===== src/rtl/dram_rw_pkg.sv =====
// rtl/dram_rw_pkg.sv - shared state encoding and index sizing for DRAM shifter/reader blocks
package dram_rw_pkg;

  typedef enum logic [1:0] {
    IDLE = 2'd0,
    READ = 2'd1,
    HOLD = 2'd2
  } rw_state_t;

  // A one-bit word still needs a one-bit index register.
  function automatic int idx_width(input int io_width);
    return (io_width > 1) ? $clog2(io_width) : 1;
  endfunction

endpackage


===== src/rtl/dram_word_reader_if.sv =====
// rtl/dram_word_reader_if.sv - DRAM read port plus assembled-word valid/ready stream
interface dram_word_reader_if #(
  parameter int IO_WIDTH   = 16,
  parameter int ADDR_WIDTH = 5
);

  logic [ADDR_WIDTH-1:0] addr;
  logic                  ram_out;
  logic [IO_WIDTH-1:0]   out_data;
  logic                  out_valid;
  logic                  out_ready;

  modport slave (
    output addr,
    output out_data,
    output out_valid,
    input  ram_out,
    input  out_ready
  );

  modport master (
    input  addr,
    input  out_data,
    input  out_valid,
    output ram_out,
    output out_ready
  );

endinterface


===== src/rtl/dram_addr_counter.sv =====
// rtl/dram_addr_counter.sv - bit index / RAM address register with terminal count at IO_WIDTH-1
module dram_addr_counter
  import dram_rw_pkg::*;
#(
  parameter int IO_WIDTH = 16,
  parameter int IDX_W    = idx_width(IO_WIDTH)
) (
  input  logic             clk,
  input  logic             rst_n,
  input  logic             i_clr,
  input  logic             i_inc,
  output logic [IDX_W-1:0] o_idx,
  output logic             o_tc
);

  logic [IDX_W-1:0] r_idx;

  always_ff @(posedge clk or negedge rst_n) begin
    if (!rst_n) begin
      r_idx <= '0;
    end else if (i_clr) begin
      r_idx <= '0;
    end else if (i_inc) begin
      r_idx <= r_idx + IDX_W'(1);
    end
  end

  assign o_idx = r_idx;
  assign o_tc  = (r_idx == IDX_W'(IO_WIDTH - 1));

endmodule


===== src/rtl/dram_word_reader.sv =====
// rtl/dram_word_reader.sv - walks a 1-bit async-read DRAM port LSB first and presents the word on valid/ready
module dram_word_reader
  import dram_rw_pkg::*;
#(
  parameter int IO_WIDTH   = 16,
  parameter int ADDR_WIDTH = 5,
  parameter int CONTINUOUS = 0
) (
  input  logic                clk,
  input  logic                rst_n,
  input  logic                start,
  output logic                busy,
  dram_word_reader_if.slave   bus
);

  localparam int IDX_W = idx_width(IO_WIDTH);

  rw_state_t            r_state;
  rw_state_t            w_next;
  logic                 w_clr;
  logic                 w_inc;
  logic                 w_tc;
  logic                 w_hs;
  logic [IDX_W-1:0]     w_idx;
  logic [IO_WIDTH-1:0]  r_data;
  logic                 r_valid;

  dram_addr_counter #(
    .IO_WIDTH (IO_WIDTH),
    .IDX_W    (IDX_W)
  ) u_cnt (
    .clk   (clk),
    .rst_n (rst_n),
    .i_clr (w_clr),
    .i_inc (w_inc),
    .o_idx (w_idx),
    .o_tc  (w_tc)
  );

  assign w_hs = r_valid & bus.out_ready;

  always_ff @(posedge clk or negedge rst_n) begin
    if (!rst_n) begin
      r_state <= IDLE;
    end else begin
      r_state <= w_next;
    end
  end

  always_comb begin
    w_next = r_state;
    w_clr  = 1'b0;
    w_inc  = 1'b0;
    unique case (r_state)
      IDLE: begin
        w_clr = 1'b1;
        if (start) begin
          w_next = READ;
        end
      end
      READ: begin
        if (w_tc) begin
          w_clr  = 1'b1;
          w_next = HOLD;
        end else begin
          w_inc = 1'b1;
        end
      end
      HOLD: begin
        if (w_hs) begin
          w_next = (CONTINUOUS != 0) ? READ : IDLE;
        end
      end
      default: begin
        w_clr  = 1'b1;
        w_next = IDLE;
      end
    endcase
  end

  // Unsampled bits keep the previous word; consumers only look while out_valid.
  always_ff @(posedge clk or negedge rst_n) begin
    if (!rst_n) begin
      r_data <= '0;
    end else if (r_state == READ) begin
      r_data[w_idx] <= bus.ram_out;
    end
  end

  always_ff @(posedge clk or negedge rst_n) begin
    if (!rst_n) begin
      r_valid <= 1'b0;
    end else if ((r_state == READ) && w_tc) begin
      r_valid <= 1'b1;
    end else if (w_hs) begin
      r_valid <= 1'b0;
    end
  end

  assign bus.addr      = ADDR_WIDTH'(w_idx);
  assign bus.out_data  = r_data;
  assign bus.out_valid = r_valid;
  assign busy          = (r_state != IDLE);

endmodule


===== src/flat_wrapper.sv =====
// flat-port wrapper written by rule: the top's interface ports become plain ports
module dram_word_reader_flat import dram_rw_pkg::*;
#(
  parameter int IO_WIDTH   = 16,
  parameter int ADDR_WIDTH = 5,
  parameter int CONTINUOUS = 0
)
  (clk, rst_n, start, busy, bus_addr, bus_out_data, bus_out_valid, bus_ram_out, bus_out_ready);
  dram_word_reader_if #(.IO_WIDTH(IO_WIDTH), .ADDR_WIDTH(ADDR_WIDTH)) bus_i ();
  input  logic clk;
  input  logic rst_n;
  input  logic start;
  output logic busy;
  output wire logic [$bits(bus_i.addr)-1:0] bus_addr;
  output wire logic [$bits(bus_i.out_data)-1:0] bus_out_data;
  output wire logic [$bits(bus_i.out_valid)-1:0] bus_out_valid;
  input wire logic [$bits(bus_i.ram_out)-1:0] bus_ram_out;
  input wire logic [$bits(bus_i.out_ready)-1:0] bus_out_ready;
  assign bus_addr = bus_i.addr;
  assign bus_out_data = bus_i.out_data;
  assign bus_out_valid = bus_i.out_valid;
  assign bus_i.ram_out = bus_ram_out;
  assign bus_i.out_ready = bus_out_ready;
  dram_word_reader #(.IO_WIDTH(IO_WIDTH), .ADDR_WIDTH(ADDR_WIDTH), .CONTINUOUS(CONTINUOUS)) u_core (.clk(clk), .rst_n(rst_n), .start(start), .busy(busy), .bus(bus_i));
endmodule

===== config.mk =====
export PLATFORM = sky130hd
export DESIGN_NAME = dram_word_reader_flat
export DESIGN_NICKNAME = d
export VERILOG_FILES = /design/src/rtl/dram_rw_pkg.sv /design/src/rtl/dram_word_reader_if.sv /design/src/rtl/dram_addr_counter.sv /design/src/rtl/dram_word_reader.sv /design/src/flat_wrapper.sv
export SDC_FILE = /design/constraint.sdc
export NUM_CORES = 1
export LEC_CHECK = 0
export ABC_AREA = 1
export CAP_MARGIN = 20
export CORE_MARGIN = 5
export CORE_UTILIZATION = 35
export CTS_CLUSTER_DIAMETER = 120
export CTS_CLUSTER_SIZE = 20
export DETAILED_ROUTE_END_ITERATION = 16
export PLACE_DENSITY = 0.63
export SETUP_SLACK_MARGIN = 0.05
export SLEW_MARGIN = 20
export SYNTH_ARGS = -nofsm -noshare
export SYNTH_HDL_FRONTEND = slang
export SYNTH_HIERARCHICAL = 1
export SYNTH_SLANG_ARGS = --single-unit
export TNS_END_PERCENT = 30

===== constraint.sdc =====
create_clock -name clk -period 1.7 [get_ports clk]
set_input_delay 0.17 -clock clk [delete_from_list [all_inputs] [get_ports clk]]
set_output_delay 0.17 -clock clk [all_outputs]
set_load 0.02 [all_outputs]

=== Yosys cells after proc, flatten, opt, wreduce, memory -nomap -nowiden ===
Index checks and enable logic that the tools add are counted.
Widths: inputs -> output; s select.

* Flip-flop bits (word level): 23
* Input port bits: 5
* Word-level logic and storage cells: 36

* Add/subtract/negate cells: 1
* Magnitude comparators: 2
* Equal/unequal tests: 6
* Mux-type cells: 15
* Bitwise operators: 1
* Reductions and logical operators: 7

{| class="wikitable"
|+ Operator list
! kind !! number
|-
| $bwmux 16 || 1
|-
| $mux 4 || 2
|-
| $mux 1 || 6
|-
| $mux 2 || 3
|-
| $pmux 2 s3 || 1
|-
| $reduce_bool 2->1 || 3
|-
| $lt 4x5->1 const B || 1
|-
| $add 4x1->4 const B || 1
|-
| $demux 1 s4 || 1
|-
| $eq 4x4->1 const B || 1
|-
| $ge 4x1->1 const B || 1
|-
| $ne 2x1->1 const B || 2
|-
| $reduce_and 3->1 || 1
|-
| $eq 2x1->1 const B || 1
|-
| $eq 2x2->1 const B || 1
|-
| $logic_and 1x1->1 || 2
|-
| $logic_not 2->1 || 1
|-
| $ne 2x2->1 const B || 1
|-
| $pmux 1 s2 || 1
|-
| $and 1x1->1 || 1
|}

=== Longest topological paths before layout ===
Gate-level depths: netlist of run 1.

* Word-level depth: 5
* Mapped depth: 10

=== By module ===
Netlist of run 1, hierarchy kept.

{| class="wikitable"
|+ By module, submodules not included
! module !! times used !! cells an instance !! area each (µm²) !! sequential area each (µm²)
|-
| dram_word_reader || 1 || 132 || 980.9 || 475.5
|-
| dram_addr_counter || 1 || 26 || 211.5 || 100.1
|}

=== Worst setup path after synthesis of run 1 ===
Ideal clock, no wire load.

* Kind: flip-flop to flip-flop
* Start point: register u_core.u_cnt.r_idx[0] (netlist: u_core/u_cnt/o_idx[0])
* End point: register u_core.u_cnt.r_idx[3] (netlist: u_core/u_cnt/o_idx[3])
* Setup time: 120 ps
* Arrival: 1662 ps
* Required time: 1580 ps
* Path slack: -82 ps
* Stages on the path, launching flop included: 10
* Buffers on the path: 0
* Clock period less this slack: 1782 ps
* Path through: dfrtp_1 > ha_1 > nand2_1 > nor2_1 > nor2_1 > a21oi_1 > nor2_2 > nor2_4 > a21oi_1 > nor2_1

* Longest elaborated chain between the ends: 4
* Elaborated cells on any way between the ends: 9
* Those cells by class: add/sub: 1; eq/ne: 1; mux: 6; reduce/logical: 1

{| class="wikitable"
|+ RTL lines
! element !! RTL line !! text
|-
| start, declared || dram_addr_counter.sv:16 || <nowiki>logic [IDX_W-1:0] r_idx;</nowiki>
|-
| start signal, assigned || dram_addr_counter.sv:24 || <nowiki>r_idx <= r_idx + IDX_W'(1);</nowiki>
|-
| $eq 4x4->1 || dram_addr_counter.sv:29 || <nowiki>assign o_tc = (r_idx == IDX_W'(IO_WIDTH - 1));</nowiki>
|-
| net u_core.w_tc || dram_word_reader.sv:22 || <nowiki>logic w_tc;</nowiki>
|-
| $mux 1 || dram_word_reader.sv:62 || <nowiki>if (w_tc) begin</nowiki>
|-
| $mux 1 || dram_word_reader.sv:54 || <nowiki>unique case (r_state)</nowiki>
|-
| net u_core.w_inc || dram_word_reader.sv:21 || <nowiki>logic w_inc;</nowiki>
|-
| $reduce_bool 2->1 (no line) || -- ||
|}

The timed path passes the listed nets, and every way through them passes these cells. The select of a mux whose other input is x is not followed.
A chain may end at the register's enable or synchronous reset.

=== Worst setup path after layout of run 1 ===
* Start point: register u_core.u_cnt.r_idx[2] (netlist: u_core/u_cnt/o_idx[2])
* End point: output bus_addr[2]

{| class="wikitable"
|+ RTL lines
! element !! RTL line !! text
|-
| end, declared || flat_wrapper.sv:14 || <nowiki>output wire logic [$bits(bus_i.addr)-1:0] bus_addr;</nowiki>
|}

No word-level cell between the ends.

==> results.toml, run 1 <==
[worst_setup_path]
worst_path_max_delay_cell = "clkdlybuf4s50_1"
path_delay_family = "buffers and inverters"
data_required_critical_path_ns = 1.53
setup.worst_path.start_class = "register"
max_stage_delay_ns = 0.61
worstSetupPathType = "register to primary output"
cp.arrival_ns = 1.46
worstPathBufferInverterCount = 2
cp_cell_sequence = "buf_4 -> clkdlybuf4s50_1"
worst-path-max-fanout = 8
critPathCaptureType = "primary output"

[yosys]
netlist_top_cells_area = "dfrtp_1 (48%), nand2_1 (16%), nand3_1 (14%)"
synthCells = 158
post-synth-top-area-fraction_pct = 48.3
synthDominantAreaCellType = "dfrtp_1"
synth.ff_latch_count = 23
synthesized_cell_area_um2 = 1190
synthDistinctLibCells = 18
post_syn_nets = 164
number_of_warning_messages_in_the_yosys_log = 6
seq_area_frac_synth_pct = 48.3
syn_avg_cell_area_um2 = 7.55

[global_route]
global_route_track_usage_on_met2_pct = 23.1
groute.usage.overall_pct = 13.4
globalRouteMet3Util_pct = 2.46
first_global_vias = 1085
globalRouteMet1Util_pct = 16.9
grt-busiest-layer = "met2"
grt_first_pass_wirelength_um = 4750
antenna_found_initial = 0
maximum_number_of_pins_on_one_net_before_global_route_repair = 26
grt_overflow = 0

[drt]
routed-via-count = 1108
drtIter0Drc = 64
post_drt_wl_per_cell_um = 12.2
drt_pre_antenna_iters = 4
drt_drc_violations_left = 0
postRouteWirelength_um = 2860
drt-vias-per-instance = 4.74
antenna_violating_nets_post_route = 0

[floorplan]
dieArea_um2 = 4670
fp-row-count = 21
initial_utilization_pct = 36.0
die_w_um = 68.4
fp.coreArea_um2 = 3310
boundaryPins = 28
fp.dieH_um = 68.4

[clock_network]
cts.root.buffer_cell = "clkbuf_4"
cts.sinks = 23
cts-hold-fix-buffers = 0
number_of_h_tree_levels = 1
worstSkewPairLatency_ns = 0.31
cts_inserted_buffers = 3
cts_setup_buffers = 0
cts-root-to-sink-buffers = 2
cts_tree = "done"
clk_pin_slew_ns = 0.12

[final_layout]
layout.cells.most_common = "nand2_1"
syn2layout_area_growth_pct = 29.7
final_net_count = 195
share_of_post_route_cells_with_drive_strength_above_1_pct = 10.1
n_fill_cell = 351
most-common-layout-cells = "nand2_1 (50), nand3_1 (34), clkdlybuf4s50_1 (24)"
antenna_cells_inserted = 0

[pwr]
switching_share_pct = 47.0
power_density_over_cell_area_nw_per_um2 = 1990
report.power.total_mw = 3.07
netSwitchingPower_mw = 1.45
seq_power_share_pct = 30.9
combinational_power_share_pct = 60.8
power.clock.fraction_pct = 8.3
peak_supply_drop_uv = 615
cellInternalPower_mw = 1.63
power_leakage_nw = 0.743

[timing]
max_freq_ghz = 0.614
timing.final.hold_violations = 0
postLayoutSetupSlackWorst_ns = 0.0722
setup_tns_ns = 0
final.period_utilization_pct = 95.8
report.final.slew_viol_count = 0
worst_clock_skew_on_the_final_layout_ns = 0.00126
grt_setup_unrepaired = "true"
period_needed_ns = 1.63
timing_worst_slew_pin_value_ns = 0.554
setup_viol_count_final = 0
max_slew_margin_pct = 62.9

[worst_hold_path]
hp-class = "primary input to async pin"

[placement]
gpl.final_weighted_congestion = 0.867
dp_hpwl_um = 2120
dpl_worst_slack_ns = 0.223
numPortBuffers = 26

[run_status]
run_status = "finished clean"

[flow_run]
max_cap_viol_count = 0
[cell usage after synthesis, drive strengths merged]
cell	count
nand2	50
nand3	34
dfrtp	23
nor2	21
inv	14
a21oi	4
buf	4
nand4	2
o21ai	2
a211oi	1
clkbuf	1
conb	1
ha	1
[sequential cells by signal, indices dropped and copies added, names as in the netlist]
register,cells
u_core/bus.out_valid,1
u_core/u_cnt/o_idx,4
u_core/r_state,2
u_core/bus.out_data,16
[worst register-to-register path: stages (launching register included)]
cell	delay, ns
dfrtp_2	0.38
ha_1	0.16
nand2_1	0.07
nor2_1	0.18
nor2_2	0.08
buf_4	0.15
nor2_2	0.15
nor2_4	0.05
a21oi_1	0.12
nor2_1	0.06
[metrics by stage]
step	std cells	hold slack, ns	instance area [um2]	utilization (%)
after CTS	234	0.201	1540	46.6
after floorplan	158	-0.126	1200	-
after detailed placement	230	0.463	1520	45.8
after global placement	230	0.458	1520	45.8
final	234	0.202	1550	46.7
after global routing	234	0.219	1550	46.7
[final cells by class]
type / count / area [um2] / area share (%)
clock buffers: 4 / 26.3 / 1.70
inverters: 14 / 52.6 / 3.40
multi-input cells: 116 / 532 / 34.4
flip-flops and latches: 23 / 579 / 37.5
well taps: 46 / 57.6 / 3.72
repair buffers: 31 / 299 / 19.3
[layer usage]
metal / up-vias / part of all wire (%)
met1: 507 / 46
met4: 0 / 0.59
li1: 564 / -
met2: 35 / 47
met5: - / 0
met3: 2 / 5.7
[power groups by stage]
stage	clock network, mW	registers (mW)	logic, mW
after floorplan	0	1.29	0.785
after global placement	0	0.957	1.85
after detailed placement	0	0.969	1.87
after CTS	0.271	0.958	1.87
after global routing	0.287	0.991	2.05
final	0.254	0.950	1.87
[worst paths after layout]
kind,slack [ns],end,depth (start not counted),from
max,0.07,bus_addr[2],2,u_core/u_cnt/o_idx[2]
min,0.20,u_core/bus.out_data[14],2,rst_n
max reg2reg,0.20,u_core/u_cnt/o_idx[3],9,u_core/u_cnt/o_idx[0]
min reg2reg,0.49,u_core/bus.out_data[9],2,u_core/bus.out_data[9]
max in group asynchronous,1.25,u_core/r_state[1],2,rst_n
min in group clk,0.45,u_core/r_state[0],3,start
[logic make-up (layout without fill, tap and decap cells)]
family,Yosys count,count (layout),synth area share [%]
buffers and inverters,19,49,7.66
other,1,1,0.314
and+or+nand+nor,107,107,39.6
DFF,23,23,48.3
adders and majority gates,1,1,1.05
AOI/OAI and AO/OA,7,7,3.15
[timing repair]
item,CTS,global route
setup endpoints to repair,3,4
gates cloned,0,0
resized for setup,2,1
Note: power is estimated with default switching activity, not from simulation.
==> run 2: changes to the inputs <==
--- a/config.mk
+++ b/config.mk
@@ -8,11 +8,11 @@
 export ABC_AREA = 1
 export CAP_MARGIN = 20
 export CORE_MARGIN = 5
-export CORE_UTILIZATION = 35
+export CORE_UTILIZATION = 36
 export CTS_CLUSTER_DIAMETER = 120
 export CTS_CLUSTER_SIZE = 20
 export DETAILED_ROUTE_END_ITERATION = 16
-export PLACE_DENSITY = 0.63
+export PLACE_DENSITY = 0.64
 export SETUP_SLACK_MARGIN = 0.05
 export SLEW_MARGIN = 20
 export SYNTH_ARGS = -nofsm -noshare
==> run 2 against run 1 <==
  * Critical path depth decreased by 1
  * Clock-buffer cell count did not move
  * Sequential share of layout area shrank 0.16 points
  * Final cell count is 1.3% lower
  * Final area increased by 0.65%
  * Sequential power increased by 2.9%
  * Utilization increased by 3.4 points
  * Total power fell by 0.13%
  * Clock skew up 0.0019 ns
  * Non-clock buffer count is 1 lower
  * Critical endpoint is now bus_addr[3]
  * Largest power group unchanged
==> results.toml, run 2 (synthesized netlist as in run 1, its figures left out) <==
[pwr]
power_density_over_cell_area_nw_per_um2 = 1970
report.power.total_mw = 3.07
peak_supply_drop_uv = 923
power_leakage_nw = 0.769

[worst_setup_path]
length_in_cells_of_the_worst_reg_to_reg_path = 10
worstPathBufferInverterCount = 1
setup.worst_path.start_class = "register"
worstSetupPathType = "register to primary output"
setup.worst_path.start = "u_core/u_cnt/o_idx[3]"
critical_path_depth = 1
r2r_start = "u_core/u_cnt/o_idx[0]"
setup.worst_path.end = "bus_addr[3]"
cp.arrival_ns = 1.41
max_stage_delay_ns = 0.64
data_required_critical_path_ns = 1.53
worst_path_max_delay_cell = "clkdlybuf4s50_1"
cp_cell_sequence = "clkdlybuf4s50_1"
critPathCaptureType = "primary output"
path_delay_family = "buffers and inverters"
worst_r2r_endpoint = "u_core/u_cnt/o_idx[3]"
worst-path-max-fanout = 9
setup.reg_to_reg.worst_slack_ns = 0.17

[global_route]
maximum_number_of_pins_on_one_net_before_global_route_repair = 26
groute.usage.overall_pct = 13.9
grt_overflow = 0
grt_first_pass_wirelength_um = 4890
antenna_found_initial = 0
first_global_vias = 1078

[timing]
max_slew_margin_pct = 62.6
worst_clock_skew_on_the_final_layout_ns = 0.00312
final.period_utilization_pct = 93.0
postLayoutSetupSlackWorst_ns = 0.118
report.final.slew_viol_count = 0
max_freq_ghz = 0.632
timing.final.hold_violations = 0
setup_viol_count_final = 0
period_needed_ns = 1.58
setup_tns_ns = 0
timing_worst_slew_pin_value_ns = 0.559
grt_setup_unrepaired = "true"

[floorplan]
fp.dieH_um = 67.6
fp-row-count = 20
initial_utilization_pct = 38.4
dieArea_um2 = 4560
fp.coreArea_um2 = 3100
boundaryPins = 28
die_w_um = 67.6

[clock_network]
clk_pin_slew_ns = 0.13
worstSkewPairLatency_ns = 0.31
number_of_h_tree_levels = 1
cts_setup_buffers = 0
cts.sinks = 23
cts-root-to-sink-buffers = 2
cts_inserted_buffers = 3
cts_tree = "done"
cts-hold-fix-buffers = 0
cts.root.buffer_cell = "clkbuf_4"

[final_layout]
share_of_post_route_cells_with_drive_strength_above_1_pct = 11.2
final_util_pct = 50.2
antenna_cells_inserted = 0
syn2layout_area_growth_pct = 30.5
layout.cells.most_common = "nand2_1"
largest_reg_flops = 16
final_net_count = 194
final-instance-count-excl-fill = 231
n_fill_cell = 333
most-common-layout-cells = "nand2_1 (49), nand3_1 (34), clkdlybuf4s50_1 (22)"

[placement]
numPortBuffers = 26
gpl.final_weighted_congestion = 0.832
numPlacedInstances = 227
dp_hpwl_um = 2080
dpl_worst_slack_ns = 0.0608

[drt]
drtIter0Drc = 59
routed-via-count = 1130
drt-vias-per-instance = 4.89
antenna_violating_nets_post_route = 0
post_drt_wl_per_cell_um = 12.3
drt_drc_violations_left = 0
postRouteWirelength_um = 2840
drt_pre_antenna_iters = 4

[worst_hold_path]
hp-class = "primary input to async pin"

[run_status]
run_status = "finished clean"

[flow_run]
max_cap_viol_count = 0
-- run 2: cell count changes in the layout (fill, tap and decap cells not counted), sizes merged --
cell	before	now
dlymetal6s2s	1	4
clkdlybuf4s50	24	22
buf	5	4
dlygate4sd2	1	0
-- run 2: worst min-delay path by stage --
stage	start	end	slack (ns)	cells past startpoint
detailed placement	u_core/bus.out_data[11]	u_core/bus.out_data[11]	0.46	2
global placement	u_core/bus.out_data[15]	u_core/bus.out_data[15]	0.46	2
floorplan	rst_n	u_core/bus.out_data[0]	-0.13	0
global route	rst_n	u_core/bus.out_data[3]	0.20	2
finish	rst_n	u_core/bus.out_data[10]	0.20	2
CTS	rst_n	u_core/bus.out_data[3]	0.20	2
-- run 2: metal layers --
layer	GRT usage, %	vias to the layer above	wire, um
met1	18.5	537	1320
met4	3.80	0	0
met3	2.66	0	149
li1	-	566	-
met2	22.7	27	1360
met5	0	-	0
-- run 2: final cells by class --
class | count | area, um2 | area share [%]
Sequential cell | 23 | 581 | 37.3
Multi-Input combinational cell | 116 | 542 | 34.8
Timing Repair Buffer | 30 | 300 | 19.3
Tap cell | 44 | 55.1 | 3.54
Inverter | 14 | 52.6 | 3.38
Clock buffer | 4 | 26.3 | 1.69
-- run 2: per-stage QoR --
stage | hold WS [ns] | area (um2)
2_1_floorplan | -0.126 | 1200
3_3_place_gp | 0.456 | 1510
3_5_place_dp | 0.460 | 1510
4_1_cts | 0.199 | 1540
5_1_grt | 0.205 | 1560
6_report | 0.197 | 1560
-- run 2: power breakdown --
group | switching, mW | total [mW] | internal, mW
clock network | 0.161 | 0.253 | 0.0915
registers | 0.176 | 0.978 | 0.803
logic | 1.11 | 1.84 | 0.727
-- run 2: repair_timing --
action	in CTS	in global routing
setup endpoints to repair	3	8
pin swaps	0	2
resized for setup	1	8
==> run 3: changes to the inputs <==
--- a/config.mk
+++ b/config.mk
@@ -12,6 +12,7 @@
 export CTS_CLUSTER_DIAMETER = 120
 export CTS_CLUSTER_SIZE = 20
 export DETAILED_ROUTE_END_ITERATION = 16
+export GPL_TIMING_DRIVEN = 0
 export PLACE_DENSITY = 0.64
 export SETUP_SLACK_MARGIN = 0.05
 export SLEW_MARGIN = 20
==> run 3 against run 2 <==
  * Utilization rose by 0.65 points
  * Fmax grew 0.56%
  * Register-to-register slack worse by 0.04 ns
  * Clock skew rose by 0.013 ns
  * Via count fell by 1.4%
  * Sequential share of layout area shrank 0.39 points
  * Wire length grew 0.42%
  * Die area unchanged
  * Sequential cell count is the same
  * Worst setup slack better by 0.0088 ns
  * Total power rose by 1.7%
==> results.toml, run 3 (synthesized netlist as in run 1, its figures left out) <==
[worst_setup_path]
critPathCaptureType = "primary output"
r2r_start = "u_core/u_cnt/o_idx[0]"
data_required_critical_path_ns = 1.53
cp_cell_sequence = "clkdlybuf4s50_1"
length_in_cells_of_the_worst_reg_to_reg_path = 10
worst_path_max_delay_cell = "clkdlybuf4s50_1"
setup.worst_path.start_class = "register"
max_stage_delay_ns = 0.63
setup.reg_to_reg.worst_slack_ns = 0.13
worstSetupPathType = "register to primary output"
worstPathBufferInverterCount = 1
worst_r2r_endpoint = "u_core/u_cnt/o_idx[3]"
path_delay_family = "buffers and inverters"
cp.arrival_ns = 1.40
worst-path-max-fanout = 9

[worst_hold_path]
hold_ep = "u_core/bus.out_data[11]"
worstHoldPathCells = 3
hp-class = "primary input to register"
worstHoldStart = "bus_ram_out"

[final_layout]
syn2layout_area_growth_pct = 32.2
final_util_pct = 50.8
final_net_count = 198
antenna_cells_inserted = 0
largest_reg_flops = 16
final-seq-area_um2 = 582
share_of_post_route_cells_with_drive_strength_above_1_pct = 13.1
n_fill_cell = 327
design_area_um2 = 1580
multiInputGateArea_um2 = 539
most-common-layout-cells = "nand2_1 (50), nand3_1 (34), clkdlybuf4s50_1 (22)"
layout.cells.most_common = "nand2_1"
final-instance-count-excl-fill = 235

[clock_network]
cts.root.buffer_cell = "clkbuf_4"
worstSkewPairLatency_ns = 0.32
number_of_h_tree_levels = 1
cts.sinks = 23
cts_tree = "done"
cts_inserted_buffers = 3
clk_pin_slew_ns = 0.14
cts-root-to-sink-buffers = 2

[drt]
drt_pre_antenna_iters = 4
antenna_violating_nets_post_route = 0
drt_drc_violations_left = 0
post_drt_wl_per_cell_um = 12.1
drtIter0Drc = 64
routed-via-count = 1114
postRouteWirelength_um = 2850
drt-vias-per-instance = 4.74

[global_route]
first_global_vias = 1126
groute.usage.overall_pct = 14.3
antenna_found_initial = 0
maximum_number_of_pins_on_one_net_before_global_route_repair = 24
grt_first_pass_wirelength_um = 4930
grt_overflow = 0

[floorplan]
fp-row-count = 20
initial_utilization_pct = 38.4
fp.coreArea_um2 = 3100
fp.dieH_um = 67.6
boundaryPins = 28
die_w_um = 67.6
dieArea_um2 = 4560

[placement]
gpl.final_weighted_congestion = 0.817
numPlacedInstances = 227
dpl_worst_slack_ns = 0.0165
numPortBuffers = 25
placed_cell_area_um2 = 1510
dp_hpwl_um = 2070

[timing]
final.period_utilization_pct = 92.5
worst_clock_skew_on_the_final_layout_ns = 0.0160
timing.final.hold_violations = 0
fin_hold_ws_ns = 0.194
timing_worst_slew_pin_value_ns = 0.511
max_slew_margin_pct = 65.9
max_freq_ghz = 0.636
setup_tns_ns = 0
setup_viol_count_final = 0
report.final.slew_viol_count = 0
period_needed_ns = 1.57
grt_setup_unrepaired = "true"
postLayoutSetupSlackWorst_ns = 0.127

[pwr]
power_leakage_nw = 0.763
peak_supply_drop_uv = 862
power_density_over_cell_area_nw_per_um2 = 1980
report.power.total_mw = 3.12

[flow_run]
max_cap_viol_count = 0

[run_status]
run_status = "finished clean"
run 3: cell types whose count changed in the layout (fill, tap and decap cells not counted), sizes merged:
cell | previous run | this run
dlygate4sd3 | 0 | 1
clkbuf | 4 | 5
dlymetal6s2s | 4 | 2
buf | 4 | 8
run 3: repair_timing:
item / CTS / global route
hold buffers: 0 / 1
resized for setup: 2 / 5
hold endpoints to repair: 0 / 23
setup endpoints to repair: 4 / 8
pin swaps: 1 / 1
buffers inserted: 0 / 3
run 3: power by group:
part           leakage [nW]  internal [mW]  switching [mW]  total [mW]
Sequential            0.268          0.804           0.195       0.999
Combinational         0.480          0.770            1.09        1.86
Clock                0.0150         0.0916           0.170       0.261
run 3: final cells by class:
cell class              instances  share of cell area (%)
well taps                      44                    3.49
clock buffers                   4                    1.67
flip-flops and latches         23                    36.9
multi-input cells             116                    34.2
inverters                      14                    3.33
repair buffers                 29                    17.9
plain buffers                   5                    2.46
run 3: worst max-delay path by stage:
stage                          start                    end  slack, ns  cells past startpoint
3_5_place_dp   u_core/u_cnt/o_idx[0]  u_core/u_cnt/o_idx[3]       0.02                      9
4_1_cts        u_core/u_cnt/o_idx[0]  u_core/u_cnt/o_idx[3]      0.005                      9
6_report       u_core/u_cnt/o_idx[3]            bus_addr[3]       0.13                      1
2_1_floorplan  u_core/u_cnt/o_idx[0]  u_core/u_cnt/o_idx[3]       0.08                      9
3_3_place_gp   u_core/u_cnt/o_idx[0]  u_core/u_cnt/o_idx[3]       0.02                      9
5_1_grt        u_core/u_cnt/o_idx[1]  u_core/u_cnt/o_idx[3]      0.005                     10
run 3: routing by layer:
metal	global-route usage, %	part of all wire (%)
met1	17.4	47
met2	23.3	47
met3	3.00	4.8
met4	7.59	0.56
met5	0	0
